File: src/rtl/riscv_mem_arbiter.sv
// Arbiter sharing one fixed-latency single-port memory between instruction fetch (IF) and load/store (D).
// Optional grant/stall counters are compiled in when RISCV_MEM_ARB_STATS_EN is defined.
module riscv_mem_arbiter #(
  parameter int ADDR_W       = 64,
  parameter int DATA_W       = 64,
  parameter int MEM_LATENCY  = 2,
  parameter int STARVE_LIMIT = 3
) (
  input  logic              clock,
  input  logic              reset_n,
  input  logic              if_req,
  input  logic [ADDR_W-1:0] if_addr,
  output logic              if_ack,
  output logic [DATA_W-1:0] if_rdata,
  input  logic              d_req,
  input  logic              d_we,
  input  logic [ADDR_W-1:0] d_addr,
  input  logic [DATA_W-1:0] d_wdata,
  output logic              d_ack,
  output logic [DATA_W-1:0] d_rdata,
  output logic              mem_en,
  output logic              mem_we,
  output logic [ADDR_W-1:0] mem_addr,
  output logic [DATA_W-1:0] mem_wdata,
  input  logic [DATA_W-1:0] mem_rdata
`ifdef RISCV_MEM_ARB_STATS_EN
  ,
  output logic [31:0]       if_grant_cnt,
  output logic [31:0]       d_grant_cnt,
  output logic [31:0]       stall_cnt
`endif
);

  localparam int STREAK_W = $clog2(STARVE_LIMIT + 1);

  typedef enum logic [1:0] {
    S_IDLE  = 2'd0,
    S_ISSUE = 2'd1,
    S_WAIT  = 2'd2,
    S_RESP  = 2'd3
  } state_t;

  state_t              r_state;
  logic                r_owner_d;
  logic [3:0]          r_lat_cnt;
  logic [STREAK_W-1:0] r_streak;

  logic w_any_req;
  logic w_starved;
  logic w_grant_if;
  logic w_grant_d;

  assign w_any_req  = if_req | d_req;
  assign w_starved  = (r_streak == STREAK_W'(STARVE_LIMIT));
  // Data wins ties unless fetch has already waited through STARVE_LIMIT data grants.
  assign w_grant_if = if_req & (~d_req | w_starved);
  assign w_grant_d  = d_req & ~w_grant_if;

  always_ff @(posedge clock or negedge reset_n) begin
    if (!reset_n) begin
      r_state   <= S_IDLE;
      r_owner_d <= 1'b0;
      r_lat_cnt <= 4'd0;
      r_streak  <= '0;
      if_ack    <= 1'b0;
      d_ack     <= 1'b0;
      if_rdata  <= '0;
      d_rdata   <= '0;
      mem_en    <= 1'b0;
      mem_we    <= 1'b0;
      mem_addr  <= '0;
      mem_wdata <= '0;
    end else begin
      if_ack <= 1'b0;
      d_ack  <= 1'b0;
      case (r_state)
        S_IDLE: begin
          if (w_any_req) begin
            r_owner_d <= w_grant_d;
            mem_en    <= 1'b1;
            mem_we    <= w_grant_d & d_we;
            mem_addr  <= w_grant_d ? d_addr : if_addr;
            if (w_grant_d) begin
              mem_wdata <= d_wdata;
            end
            if (w_grant_d && if_req) begin
              if (!w_starved) begin
                r_streak <= r_streak + STREAK_W'(1);
              end
            end else begin
              r_streak <= '0;
            end
            r_state <= S_ISSUE;
          end
        end
        S_ISSUE: begin
          mem_en    <= 1'b0;
          r_lat_cnt <= 4'(MEM_LATENCY);
          r_state   <= S_WAIT;
        end
        S_WAIT: begin
          r_lat_cnt <= r_lat_cnt - 4'd1;
          if (r_lat_cnt == 4'd1) begin
            // mem_we still holds the issued access type, so stores skip the capture.
            if (r_owner_d) begin
              if (!mem_we) begin
                d_rdata <= mem_rdata;
              end
              d_ack <= 1'b1;
            end else begin
              if_rdata <= mem_rdata;
              if_ack   <= 1'b1;
            end
            r_state <= S_RESP;
          end
        end
        S_RESP: begin
          r_state <= S_IDLE;
        end
        default: begin
          r_state <= S_IDLE;
        end
      endcase
    end
  end

`ifdef RISCV_MEM_ARB_STATS_EN
  logic w_gnt_if_ev;
  logic w_gnt_d_ev;
  logic w_if_svc;
  logic w_d_svc;
  logic w_stall;

  assign w_gnt_if_ev = (r_state == S_IDLE) & w_grant_if;
  assign w_gnt_d_ev  = (r_state == S_IDLE) & w_grant_d;
  assign w_if_svc    = ((r_state != S_IDLE) & ~r_owner_d) | w_gnt_if_ev;
  assign w_d_svc     = ((r_state != S_IDLE) & r_owner_d) | w_gnt_d_ev;
  assign w_stall     = (if_req & ~w_if_svc) | (d_req & ~w_d_svc);

  always_ff @(posedge clock or negedge reset_n) begin
    if (!reset_n) begin
      if_grant_cnt <= 32'd0;
      d_grant_cnt  <= 32'd0;
      stall_cnt    <= 32'd0;
    end else begin
      if (w_gnt_if_ev && (if_grant_cnt != 32'hFFFF_FFFF)) begin
        if_grant_cnt <= if_grant_cnt + 32'd1;
      end
      if (w_gnt_d_ev && (d_grant_cnt != 32'hFFFF_FFFF)) begin
        d_grant_cnt <= d_grant_cnt + 32'd1;
      end
      if (w_stall && (stall_cnt != 32'hFFFF_FFFF)) begin
        stall_cnt <= stall_cnt + 32'd1;
      end
    end
  end
`endif

endmodule

File: config.mk
export PLATFORM = sky130hd
export DESIGN_NAME = riscv_mem_arbiter
export DESIGN_NICKNAME = d
export VERILOG_FILES = /design/src/rtl/riscv_mem_arbiter.sv
export SDC_FILE = /design/constraint.sdc
export NUM_CORES = 1
export LEC_CHECK = 0
export BUFFER_PORTS_ARGS = -buffer_cell sky130_fd_sc_hd__buf_2
export CORE_AREA = 8 8 197 199
export DETAILED_ROUTE_END_ITERATION = 7
export DIE_AREA = 0 0 205 207
export GPL_TIMING_DRIVEN = 0
export PLACE_DENSITY_LB_ADDON = 0.05
export SLEW_MARGIN = 20
export SYNTH_ARGS = -nofsm -noshare
export SYNTH_HDL_FRONTEND = slang
export SYNTH_SLANG_ARGS = --single-unit
File: constraint.sdc
create_clock -name clock -period 2.26 [get_ports clock]
set_input_delay 0.226 -clock clock [delete_from_list [all_inputs] [get_ports clock]]
set_output_delay 0.226 -clock clock [all_outputs]
set_load 0.01 [all_outputs]
# --- After elaboration in Yosys (flattened, before gate mapping) ---
# Index checks and enable logic that the tools add are counted.
totals:
  input_bits: 261
  mem_bits_rw: 0
  n_memories: 0
  romBits: 0
  out_inout_bits: 260
  latchBits: 0
  regBits: 269
op_classes:
  div_mod_pow: 0
  multipliers: 0
  eq_ne: 8
  muxes: 15
  n_addsub: 2
  bitwise: 9
  magnitude_cmp: 0
  reduce_logical: 11
  n_shift: 0
op_table:
  columns: ["op", "count"]
  rows:
  - ["64-bit 2-to-1 mux", 1]
  - ["3-bit AND reduction", 3]
  - ["2-bit 2-to-1 mux", 4]
  - ["2-bit one-hot mux with 4 select lines", 1]
  - ["4-bit one-hot mux with 2 select lines", 1]
  - ["1-bit 2-to-1 mux", 7]
  - ["2-bit equality test (second input constant)", 3]
  - ["2-bit inequality test (second input constant)", 3]
  - ["2-bit AND reduction", 3]
  - ["4-bit by 1-bit equality test with 1-bit output (second input constant)", 1]
  - ["1-bit NOT", 4]
  - ["4-bit AND reduction", 1]
  - ["2-bit nonzero test", 2]
  - ["4-bit by 1-bit subtractor with 4-bit output (second input constant)", 1]
  - ["1-bit AND", 3]
  - ["2-bit by 1-bit adder with 2-bit output (second input constant)", 1]
  - ["2-bit by 1-bit equality test with 1-bit output (second input constant)", 1]
  - ["2-bit logical NOT", 1]
  - ["1-bit OR", 2]
  - ["1-bit one-hot mux with 2 select lines", 1]
  - ["1-bit logical AND", 1]

# --- Longest topological paths before layout ---
# Gate-level depths: netlist (run 1).
logic_depth:
  word_depth: 8
  depth_mapped: 7
  ltp_nobuf: 5

# --- Worst setup path before layout (run 1) ---
# No wires, ideal clock.
synth_path:
  kind: "register to register"
  start: "register r_state[0]"
  end: "register if_rdata[11]"
  arrival_time_ns: 1.644
  path_stages_with_launch: 8
  path_slack_ns: 0.492
  path_buffers: 2
  setup_ns: 0.125
  cell_sequence: "dfrtp_1 > inv_1 > ha_1 > and4bb_1 > and2b_1 > buf_6 > buf_6 > mux2_2"
synth_via:
  elab_chain_cells: 2
synth_lines:
  columns: ["element", "line_no", "text"]
  rows:
  - ["start: declaration", "43", "state_t r_state;"]
  - ["start signal: assignment", "61", "r_state <= S_IDLE;"]
  - ["start signal: assignment", "93", "r_state <= S_ISSUE;"]
  - ["start signal: assignment", "99", "r_state <= S_WAIT;"]
  - ["2-bit equality test", "76", "case (r_state)"]
  - ["3-bit AND reduction (no source line)", null, null]
  - ["end signal: assignment", "111", "if_rdata <= mem_rdata;"]
  - ["end: declaration", "14", "output logic [DATA_W-1:0] if_rdata,"]
# No other way between the ends.
# A chain may end at the register's enable or synchronous reset.

# --- Final worst setup path (run 1) ---
layout_path:
  start: "register r_state[0]"
  end: "register mem_addr[1]"
layout_via:
  elab_chain_cells: 2
layout_lines:
  columns: ["element", "line_no", "text"]
  rows:
  - ["2-bit logical NOT", "76", null]
  - ["2-bit AND reduction (no source line)", null, null]
  - ["end signal: assignment", "82", "mem_addr <= w_grant_d ? d_addr : if_addr;"]
  - ["end: declaration", "23", "output logic [ADDR_W-1:0] mem_addr,"]
# No other way between the ends.

==> impl_metrics.tcl, run 1 <==
set metrics [dict create \
    grt_pass1_vias 10540 \
    dr.pass1.iters 4 \
    antennaDiodeCount 0 \
    power_leakage_nw 8.674 \
    yosysSeqAreaShare_pct 62.75 \
    fp.dieW_um 205 \
    syn-num-nets 1080 \
    cp-start-kind "flip-flop" \
    synth_top_cell_by_area "dfrtp_1" \
    wl_um 40280 \
    path_max_fanout 10 \
    netlist_top_cells_count "dfrtp_1, mux2_2, a21oi_1" \
    reg2reg_from "r_state[0]" \
    pre_cts_ws_ns 0.09133 \
    area_growth_syn_to_layout_pct 63.41 \
    netSwitchingFraction_pct 35.16 \
    port_buffers 520 \
    async_flop_share_pct 100.0 \
    core-area_um2 35910 \
    fin_hold_ws_ns 0.03163 \
    finalSetupViolCount 0 \
    pin_count 521 \
    post_cts_buffers 0 \
    p_int_mw 13.72 \
    rsz0062_at_grt "no" \
    status "complete, no violations" \
    p_per_area_nw_per_um2 1207 \
    antenna_found_initial 2 \
    hpwl_um 30210 \
    drive_gt1_share_pct 46.06 \
    fp.dieH_um 207 \
    cts.sinks 269 \
    synthCells 813 \
    die_area_um2 42440 \
    final_core_util_pct 48.82 \
    yosysWarnings 0 \
    routabilityCongestion 0.7965 \
    post_drt_via_cell_ratio 4.480 \
    regToRegSetupSlack_ns 0.20 \
    grt_usage_pct 18.46 \
    arrival_ns 2.48 \
    drc 0 \
    min_path_type "primary input to flip-flop" \
    hold_viol 0 \
    netSwitchingPower_mw 7.440 \
    yosys-top-cells-area "dfrtp_1, mux2_2, a21oi_1" \
    netlist_area_um2 10730 \
    relSlewSlack_pct 62.04 \
    fin_skew_ns 0.009502 \
    drtIter0Drc 356 \
    grt_max_degree 87 \
    cts-htree-levels 1 \
    path_clk_slew_ns 0.06 \
    ant_nets 0 \
    critical_path.startpoint "r_state[0]" \
    fmax_mhz 486.0 \
    seq_power_share_pct 38.6 \
    dpl_cell_area_um2 14010 \
    cp-end-kind "flip-flop" \
    synth_cell_types 33 \
    n_fill_cell 3365 \
    clock_power_share_pct 22.1 \
    cts_root_buffer "clkbuf_16" \
    comb_power_share_pct 39.3 \
    r2r_end "mem_addr[1]" \
    gr-total-overflow 0 \
    numCtsBuffers 31 \
    worst_slack_ns 0.2022 \
    rows 70 \
    insertion_delay_ns 0.54 \
    r2r_cells 7 \
    crit_end "mem_addr[1]" \
    drv_cap 0 \
    avgSynthCellArea_um2 13.20 \
    final.period_utilization_pct 91.05 \
    drv_slew 0 \
    criticalPathCategory "flip-flop to flip-flop" \
    grt_pass1_wl_um 62420 \
    yosysTopAreaCellShare_pct 62.75 \
    wl_per_cell_um 19.04 \
    yosysMostFrequentCell "dfrtp_1" \
    ir_drop_v 0.0007522 \
    synth_flop_cell "dfrtp_1" \
    worst_pin_slew_ns 0.5694 \
    period_needed_ns 2.058 \
    crit_required_ns 2.68 \
    initial_core_util_pct 29.87 \
    synth-edff-count 0 \
    fin_area_um2 17530 \
    cts_tree "built" \
    ys_ff_latch 269 \
    nNetsFinal 1894 \
    vias 9479 \
    clk_path_buf_depth 3 \
]
[state kept, by name (all words and copies together) (netlist names)]
name	count
d_rdata	64
if_rdata	64
mem_addr	64
mem_wdata	64
r_lat_cnt	4
r_state	2
r_streak	2
d_ack	1
if_ack	1
mem_en	1
mem_we	1
r_owner_d	1
[power groups by stage]
stage | Combinational, mW | Clock, mW | Sequential [mW]
finish | 8.31 | 4.68 | 8.18
global route | 9.07 | 5.07 | 8.50
CTS | 8.46 | 4.89 | 8.18
detailed placement | 8.02 | 0 | 8.23
global placement | 7.96 | 0 | 8.18
floorplan | 3.05 | 0 | 9.24
[routing by layer]
metal	track usage [%]	vias up	wire length, um
met1	21.46	4624	15360
met4	5.942	4	1391
met2	32.26	344	20430
li1	-	4431	-
met5	0	-	20
met3	5.181	76	3080
[worst min-delay path by stage]
stage | depth (start not counted) | to | start
floorplan | 0 | d_ack | reset_n
finish | 3 | mem_addr[11] | d_addr[11]
detailed placement | 1 | d_rdata[22] | reset_n
global route | 3 | mem_addr[11] | d_addr[11]
global placement | 2 | mem_wdata[57] | d_wdata[57]
CTS | 3 | mem_addr[11] | d_addr[11]
[logic make-up (layout without fill, tap and decap cells)]
kind of cell    count (synthesis)  after routing  share of synthesized area (%)
compound gates                144            144                          7.115
simple gates                  145            145                          5.330
flops                         269            269                          62.75
fa+ha+maj                       6              6                         0.6998
buf+inv                        55            890                          3.301
mux                           194            194                          20.81
[layout by cell type, fill, tap and decap left out, types with 3 or more instances in the layout]
| cell | instances |
|---|---|
| buf_2 | 531 |
| dfrtp_1 | 269 |
| dlygate4sd3_1 | 258 |
| mux2_2 | 142 |
| a21oi_1 | 128 |
| nand2_1 | 69 |
| nor2_1 | 68 |
| mux2_1 | 38 |
| clkbuf_16 | 31 |
| clkbuf_1 | 18 |
| buf_6 | 17 |
| mux2_4 | 13 |
| clkinv_2 | 10 |
| buf_1 | 8 |
| inv_1 | 6 |
| ha_1 | 6 |
| o21ai_0 | 3 |
| clkbuf_8 | 3 |
| buf_16 | 3 |
[cell type report]
cell class / count / area (um^2) / area share (%)
Sequential cell: 269 / 6731 / 38.40
Timing Repair Buffer: 781 / 5278 / 30.10
Multi-Input combinational cell: 489 / 3645 / 20.79
Clock buffer: 42 / 847.1 / 4.832
Tap cell: 468 / 585.6 / 3.340
Buffer: 49 / 334.1 / 1.906
Clock inverter: 12 / 87.58 / 0.4996
Inverter: 6 / 22.52 / 0.1285
[through the flow]
| step | instances | setup TNS, ns | total power, mW |
|---|---|---|---|
| 4_1_cts | 2116 | 0 | 21.53 |
| 3_5_place_dp | 1804 | 0 | 16.26 |
| 2_1_floorplan | 813 | 0 | 12.30 |
| 6_report | 2116 | 0 | 21.16 |
| 5_1_grt | 2116 | 0 | 22.65 |
| 3_3_place_gp | 1801 | -1235.32 | 16.15 |
[critical path: stages (launching register included)]
cell	delay, ns
dfrtp_1	0.39
inv_1	0.09
ha_1	0.28
o21ai_2	0.17
clkbuf_4	0.24
a21oi_1	0.14
a21oi_1	0.07
dlygate4sd3_1	0.56
[timing repair]
item / 4_1_cts / 5_1_grt
endpoints found under the hold margin: 315 / 0
hold buffers: 258 / 0
resized for setup: 0 / 2
setup endpoints to repair: 0 / 33
Note: power is estimated with default switching activity, not from simulation.
==> run 2, diff against run 1 <==
Settings changed: ABC_AREA set to 1, CORE_AREA 8 8 197 199 to 8 8 196 198, DIE_AREA 0 0 205 207 to 0 0 204 206.
==> impl_metrics.tcl, run 2 <==
set metrics [dict create \
    min_from "if_addr[23]" \
    antenna_found_initial 6 \
    critPathTopFamily "buffers and inverters" \
    yosysSeqAreaShare_pct 57.66 \
    period_needed_ns 1.806 \
    post_drt_via_cell_ratio 4.556 \
    cp-start-kind "flip-flop" \
    dr.pass1.iters 5 \
    ir_drop_v 0.0005968 \
    vias 11660 \
    cts_resized 0 \
    min_path_type "primary input to flip-flop" \
    pin_count 521 \
    clock_power_share_pct 25.3 \
    slowest_stage "dfrtp_1" \
    relSlewSlack_pct 62.58 \
    netlist_top_cells_count "nand2_1, dfrtp_1, nand3_1" \
    netlist_area_um2 11670 \
    gr-total-overflow 0 \
    fin_skew_ns 0.02316 \
    netSwitchingPower_mw 7.753 \
    ys_ff_latch 269 \
    yosys-top-cells-area "dfrtp_1, nand2_1, nand3_1" \
    comb_power_share_pct 37.0 \
    n_fill_cell 3525 \
    cp-end-kind "flip-flop" \
    final_common_cell "nand2_1" \
    rsz0062_at_grt "no" \
    nNetsFinal 2341 \
    grt_max_degree 93 \
    synthCells 1386 \
    dp_cells 2369 \
    critical-path-max-stage-delay_ns 0.39 \
    cts.sinks 269 \
    fp.dieW_um 204 \
    core-area_um2 35220 \
    grt_usage_pct 21.50 \
    synth_flop_cell "dfrtp_1" \
    fp.dieH_um 206 \
    stdcell_count 2560 \
    arrival_ns 2.25 \
    netSwitchingFraction_pct 38.15 \
    cp_num_buf_inv 4 \
    regToRegSetupSlack_ns 0.45 \
    crit_required_ns 2.70 \
    cts_root_buffer "clkbuf_16" \
    seq_power_share_pct 37.8 \
    p_per_area_nw_per_um2 1175 \
    wl_per_cell_um 18.21 \
    crit_top_cell "inv_1" \
    cts-htree-levels 2 \
    worst_slack_ns 0.4540 \
    cts_tree "built" \
    multi_input_area_um2 4164 \
    synth-edff-count 0 \
    whs_path_depth 5 \
    grt_pass1_wl_um 71340 \
    drtIter0Drc 539 \
    finalPower_mw 20.32 \
    yosysWarnings 0 \
    die_area_um2 42020 \
    cts_hold_buf 130 \
    path_clk_slew_ns 0.06 \
    worst_pin_slew_ns 0.5613 \
    hpwl_um 35060 \
    wl_um 46620 \
    yosysMostFrequentCell "nand2_1" \
    r2r_cells 8 \
    hold_viol 0 \
    drv_cap 0 \
    synth_top_cell_by_area "dfrtp_1" \
    final_cell_mix "nand2_1, buf_2, dfrtp_1" \
    ant_nets 0 \
    reg2reg_from "r_state[0]" \
    grt_pass1_vias 12240 \
    drive_gt1_share_pct 31.00 \
    criticalPathCategory "flip-flop to flip-flop" \
    yosysTopAreaCellShare_pct 57.66 \
    timing.setup.tns_ns 0 \
    final-seq-area_um2 6731 \
    pre_cts_ws_ns 0.4017 \
    drc 0 \
    p_int_mw 12.57 \
    synth_cell_types 29 \
    avgSynthCellArea_um2 8.423 \
    area_growth_syn_to_layout_pct 48.17 \
    hold_end "mem_addr[23]" \
    drv_slew 0 \
    rows 69 \
    post_cts_buffers 0 \
    insertion_delay_ns 0.50 \
    power_leakage_nw 8.966 \
    r2r_end "if_rdata[20]" \
    final.period_utilization_pct 79.91 \
    finalSetupViolCount 0 \
    path_max_fanout 10 \
    numCtsBuffers 34 \
    initial_core_util_pct 33.15 \
    routabilityCongestion 0.8548 \
    async_flop_share_pct 100.0 \
    path_cells "inv_1, ha_1, inv_1, nor2_1, buf_2, buf_4, nand3_1, nand2_1" \
    syn-num-nets 1653 \
    cp_num_cells 8 \
    fmax_mhz 553.7 \
    clk_path_buf_depth 3 \
    port_buffers 519 \
    status "complete, no violations" \
]
[run 2: cell count changes in the layout (fill, tap and decap cells not counted), sizes merged, moves of 19 or more]
cell / previous run / this run
nand2: 69 / 659
dlygate4sd3: 258 / 130
clkbuf: 53 / 72
nand3b: 1 / 63
nor2: 69 / 8
a21oi: 128 / 2
o21ai: 4 / 70
nand3: 0 / 134
buf: 561 / 591
mux2: 193 / 0
inv: 6 / 78
[run 2: cells by family after synthesis]
group                      Yosys count  synth area share [%]
DFF                                269                 57.66
AOI/OAI and AO/OA                   74                 3.226
buffers and inverters              168                 6.677
adders and majority gates            6                0.6430
and+or+nand+nor                    869                 31.80
[run 2: per-stage QoR]
stage / hold WS, ns / cell area [um^2] / util, %
after detailed placement: 0.01477 / 14940 / 42.42
after global routing: 0.03745 / 17300 / 49.11
final: 0.03588 / 17300 / 49.11
after global placement: 0.4195 / 14850 / 42.16
after CTS: 0.01218 / 17290 / 49.10
after floorplan: -0.06959 / 11670 / -
[run 2: layout make-up]
class | instances | share of cell area, %
Sequential cell | 269 | 38.91
Tap cell | 461 | 3.334
Clock buffer | 50 | 5.793
Antenna cell | 2 | 0.02893
Clock inverter | 9 | 0.2821
Inverter | 77 | 1.671
Buffer | 91 | 2.835
Timing Repair Buffer | 652 | 23.07
Multi-Input combinational cell | 949 | 24.07
[run 2: layer usage]
| metal | up-vias | track usage [%] | share of wire [%] |
|---|---|---|---|
| met3 | 83 | 6.552 | 8.1 |
| met2 | 411 | 36.85 | 48 |
| li1 | 5714 | - | - |
| met4 | 8 | 6.814 | 3.1 |
| met1 | 5448 | 25.61 | 40 |
| met5 | - | 0 | 0.092 |
[run 2: power groups by stage]
stage | Sequential (mW) | Clock, mW | Combinational [mW]
after global placement | 7.67 | 0 | 7.41
after global routing | 7.92 | 5.49 | 8.42
after detailed placement | 7.70 | 0 | 7.47
final | 7.68 | 5.14 | 7.51
after floorplan | 8.51 | 0 | 2.95
after CTS | 7.67 | 5.30 | 7.66
[run 2: worst reg2reg max path, stage by stage, from the launching register on]
cell     delay [ns]
dfrtp_1        0.39
inv_1          0.09
ha_1           0.26
inv_1          0.10
nor2_1         0.18
buf_2          0.30
buf_4          0.23
nand3_1        0.12
nand2_1        0.09
[run 2: how the worst max path moves through the flow]
stage                     from       endpoint  slack (ns)
floorplan           r_state[0]    d_rdata[10]        0.81
global placement       reset_n  mem_wdata[31]       -4.47
detailed placement  r_state[0]   if_rdata[20]        0.40
CTS                 r_state[1]   mem_addr[40]        0.38
global route        r_state[0]   if_rdata[20]        0.25
finish              r_state[0]   if_rdata[20]        0.45
==> run 3, diff against run 2 <==
Clock period 2.26 ns to 1.75 ns, I/O delays scaled along.
==> impl_metrics.tcl, run 3 (synthesis gave the netlist of run 2 again) <==
set metrics [dict create \
    r2r_cells 7 \
    path_max_fanout 10 \
    antenna_found_initial 5 \
    comb_power_share_pct 37.7 \
    r2r_end "mem_wdata[27]" \
    met1_usage_pct 26.28 \
    min_path_type "primary input to flip-flop" \
    power_leakage_nw 9.403 \
    busiest_layer "met2" \
    routabilityCongestion 0.8548 \
    status "complete, no violations" \
    path_clk_slew_ns 0.06 \
    finalSetupViolCount 0 \
    cts_root_buffer "clkbuf_16" \
    initial_core_util_pct 33.15 \
    whs_path_depth 4 \
    criticalPathCategory "flip-flop to flip-flop" \
    clk_path_buf_depth 3 \
    ir_drop_v 0.0007741 \
    relSlewSlack_pct 66.00 \
    drc 0 \
    rows 69 \
    drv_slew 0 \
    drv_cap 0 \
    clock_power_share_pct 25.0 \
    hold_viol 0 \
    cts-htree-levels 2 \
    dr.pass1.iters 5 \
    pin_count 521 \
    final.period_utilization_pct 94.97 \
    grt_max_degree 93 \
    die_area_um2 42020 \
    grt_pass1_wl_um 73220 \
    min_from "d_addr[46]" \
    area_growth_syn_to_layout_pct 57.03 \
    arrival_ns 2.04 \
    core-area_um2 35220 \
    worst_pin_slew_ns 0.5100 \
    crit_top_cell "nand2_1" \
    cp-end-kind "flip-flop" \
    fin_skew_ns 0.02412 \
    drive_gt1_share_pct 30.59 \
    cts_tree "built" \
    fp.dieH_um 206 \
    worst_slack_ns 0.08794 \
    grt_pass1_vias 12810 \
    period_needed_ns 1.662 \
    insertion_delay_ns 0.50 \
    ant_nets 0 \
    met3_usage_pct 6.034 \
    cts.sinks 269 \
    wl_um 47440 \
    cp-start-kind "flip-flop" \
    cp_num_cells 7 \
    final_core_util_pct 52.05 \
    gr-total-overflow 0 \
    final_cell_mix "nand2_1, buf_2, dfrtp_1" \
    nNetsFinal 2434 \
    regToRegSetupSlack_ns 0.09 \
    numCtsBuffers 34 \
    drtIter0Drc 577 \
    fp.dieW_um 204 \
    hpwl_um 35060 \
    crit_required_ns 2.13 \
    critical-path-max-stage-delay_ns 0.42 \
    vias 12050 \
    hold_end "mem_addr[46]" \
    grt_use_met2_pct 37.42 \
    netSwitchingFraction_pct 38.06 \
    netSwitchingPower_mw 10.12 \
    p_per_area_nw_per_um2 1451 \
    cp_num_buf_inv 3 \
    post_drt_via_cell_ratio 4.538 \
    pre_cts_ws_ns -0.1083 \
    port_buffers 519 \
    wl_per_cell_um 17.87 \
    n_fill_cell 3421 \
    reg2reg_from "r_state[1]" \
    rsz0062_at_grt "yes" \
    p_int_mw 16.47 \
    final_common_cell "nand2_1" \
    fmax_mhz 601.7 \
    slowest_stage "dfrtp_1" \
    seq_power_share_pct 37.3 \
    critPathTopFamily "buffers and inverters" \
    path_cells "inv_1, ha_2, nand3_2, buf_4, buf_2, nand2_1, nand2_1" \
    grt_usage_pct 21.90 \
]
## run 3: cell count changes in the layout (fill, tap and decap cells not counted), sizes merged
cell,previous run,this run
nor2,8,9
diode,2,4
dlygate4sd3,130,221
clkbuf,72,81
buf,591,583
## run 3: routing by layer
metal / up-vias / share of wire [%]
li1: 5902 / -
met1: 5642 / 41
met2: 410 / 49
met3: 91 / 7.3
met4: 4 / 3.4
met5: - / 0.057
## run 3: worst reg2reg max path, stage by stage, from the launching register on
cell	delay [ns]
dfrtp_1	0.42
inv_1	0.11
ha_2	0.24
nand3_2	0.17
buf_4	0.23
buf_2	0.21
nand2_1	0.11
nand2_1	0.06
## run 3: timing repair
action,4_1_cts,5_1_grt
hold endpoints to repair,426,0
gates resized for setup,10,66
gates cloned,0,1
setup buffers,0,1
pin swaps,0,1
hold buffers,221,0
endpoints found under the setup margin,142,194
## run 3: power groups by stage
| stage | clock [mW] | combinational, mW | sequential, mW |
|---|---|---|---|
| final | 6.64 | 10.0 | 9.93 |
| after global routing | 7.09 | 11.2 | 10.2 |
| after CTS | 6.85 | 10.1 | 9.90 |
| after detailed placement | 0 | 9.65 | 9.94 |
| after global placement | 0 | 9.56 | 9.91 |
| after floorplan | 0 | 3.81 | 11.0 |
## run 3: how the worst max path moves through the flow
stage	start	endpoint	slack, ns
after floorplan	r_state[0]	d_rdata[10]	0.30
after global placement	reset_n	mem_wdata[31]	-4.93
after detailed placement	r_state[0]	if_rdata[20]	-0.11
after CTS	r_state[0]	d_rdata[49]	0.02
after global routing	r_state[1]	mem_wdata[27]	-0.02
final	r_state[1]	mem_wdata[27]	0.09
## run 3: layout make-up
type | instances | area [um^2] | area share, %
flip-flops and latches | 269 | 6731 | 36.72
diodes | 4 | 10.01 | 0.05460
multi-input cells | 950 | 4193 | 22.87
repair buffers | 744 | 4910 | 26.78
inverters | 77 | 289.0 | 1.577
well taps | 461 | 576.8 | 3.146
plain buffers | 91 | 571.8 | 3.119
clock inverters | 9 | 48.80 | 0.2662
clock buffers | 50 | 1002 | 5.467
## run 3: through the flow
step / cell area [um^2] / cells / power (mW) / setup TNS (ns) / hold WS [ns]
final: 18330 / 2655 / 26.59 / 0 / 0.01261
after global routing: 18330 / 2654 / 28.54 / -0.08645 / 0.02728
after CTS: 18230 / 2649 / 26.84 / 0 / 0.0004676
after detailed placement: 14940 / 2369 / 19.59 / -4.709 / -0.03623
after global placement: 14850 / 2366 / 19.47 / -1314.30 / 0.3685
after floorplan: 11670 / 1386 / 14.79 / 0 / -0.1206
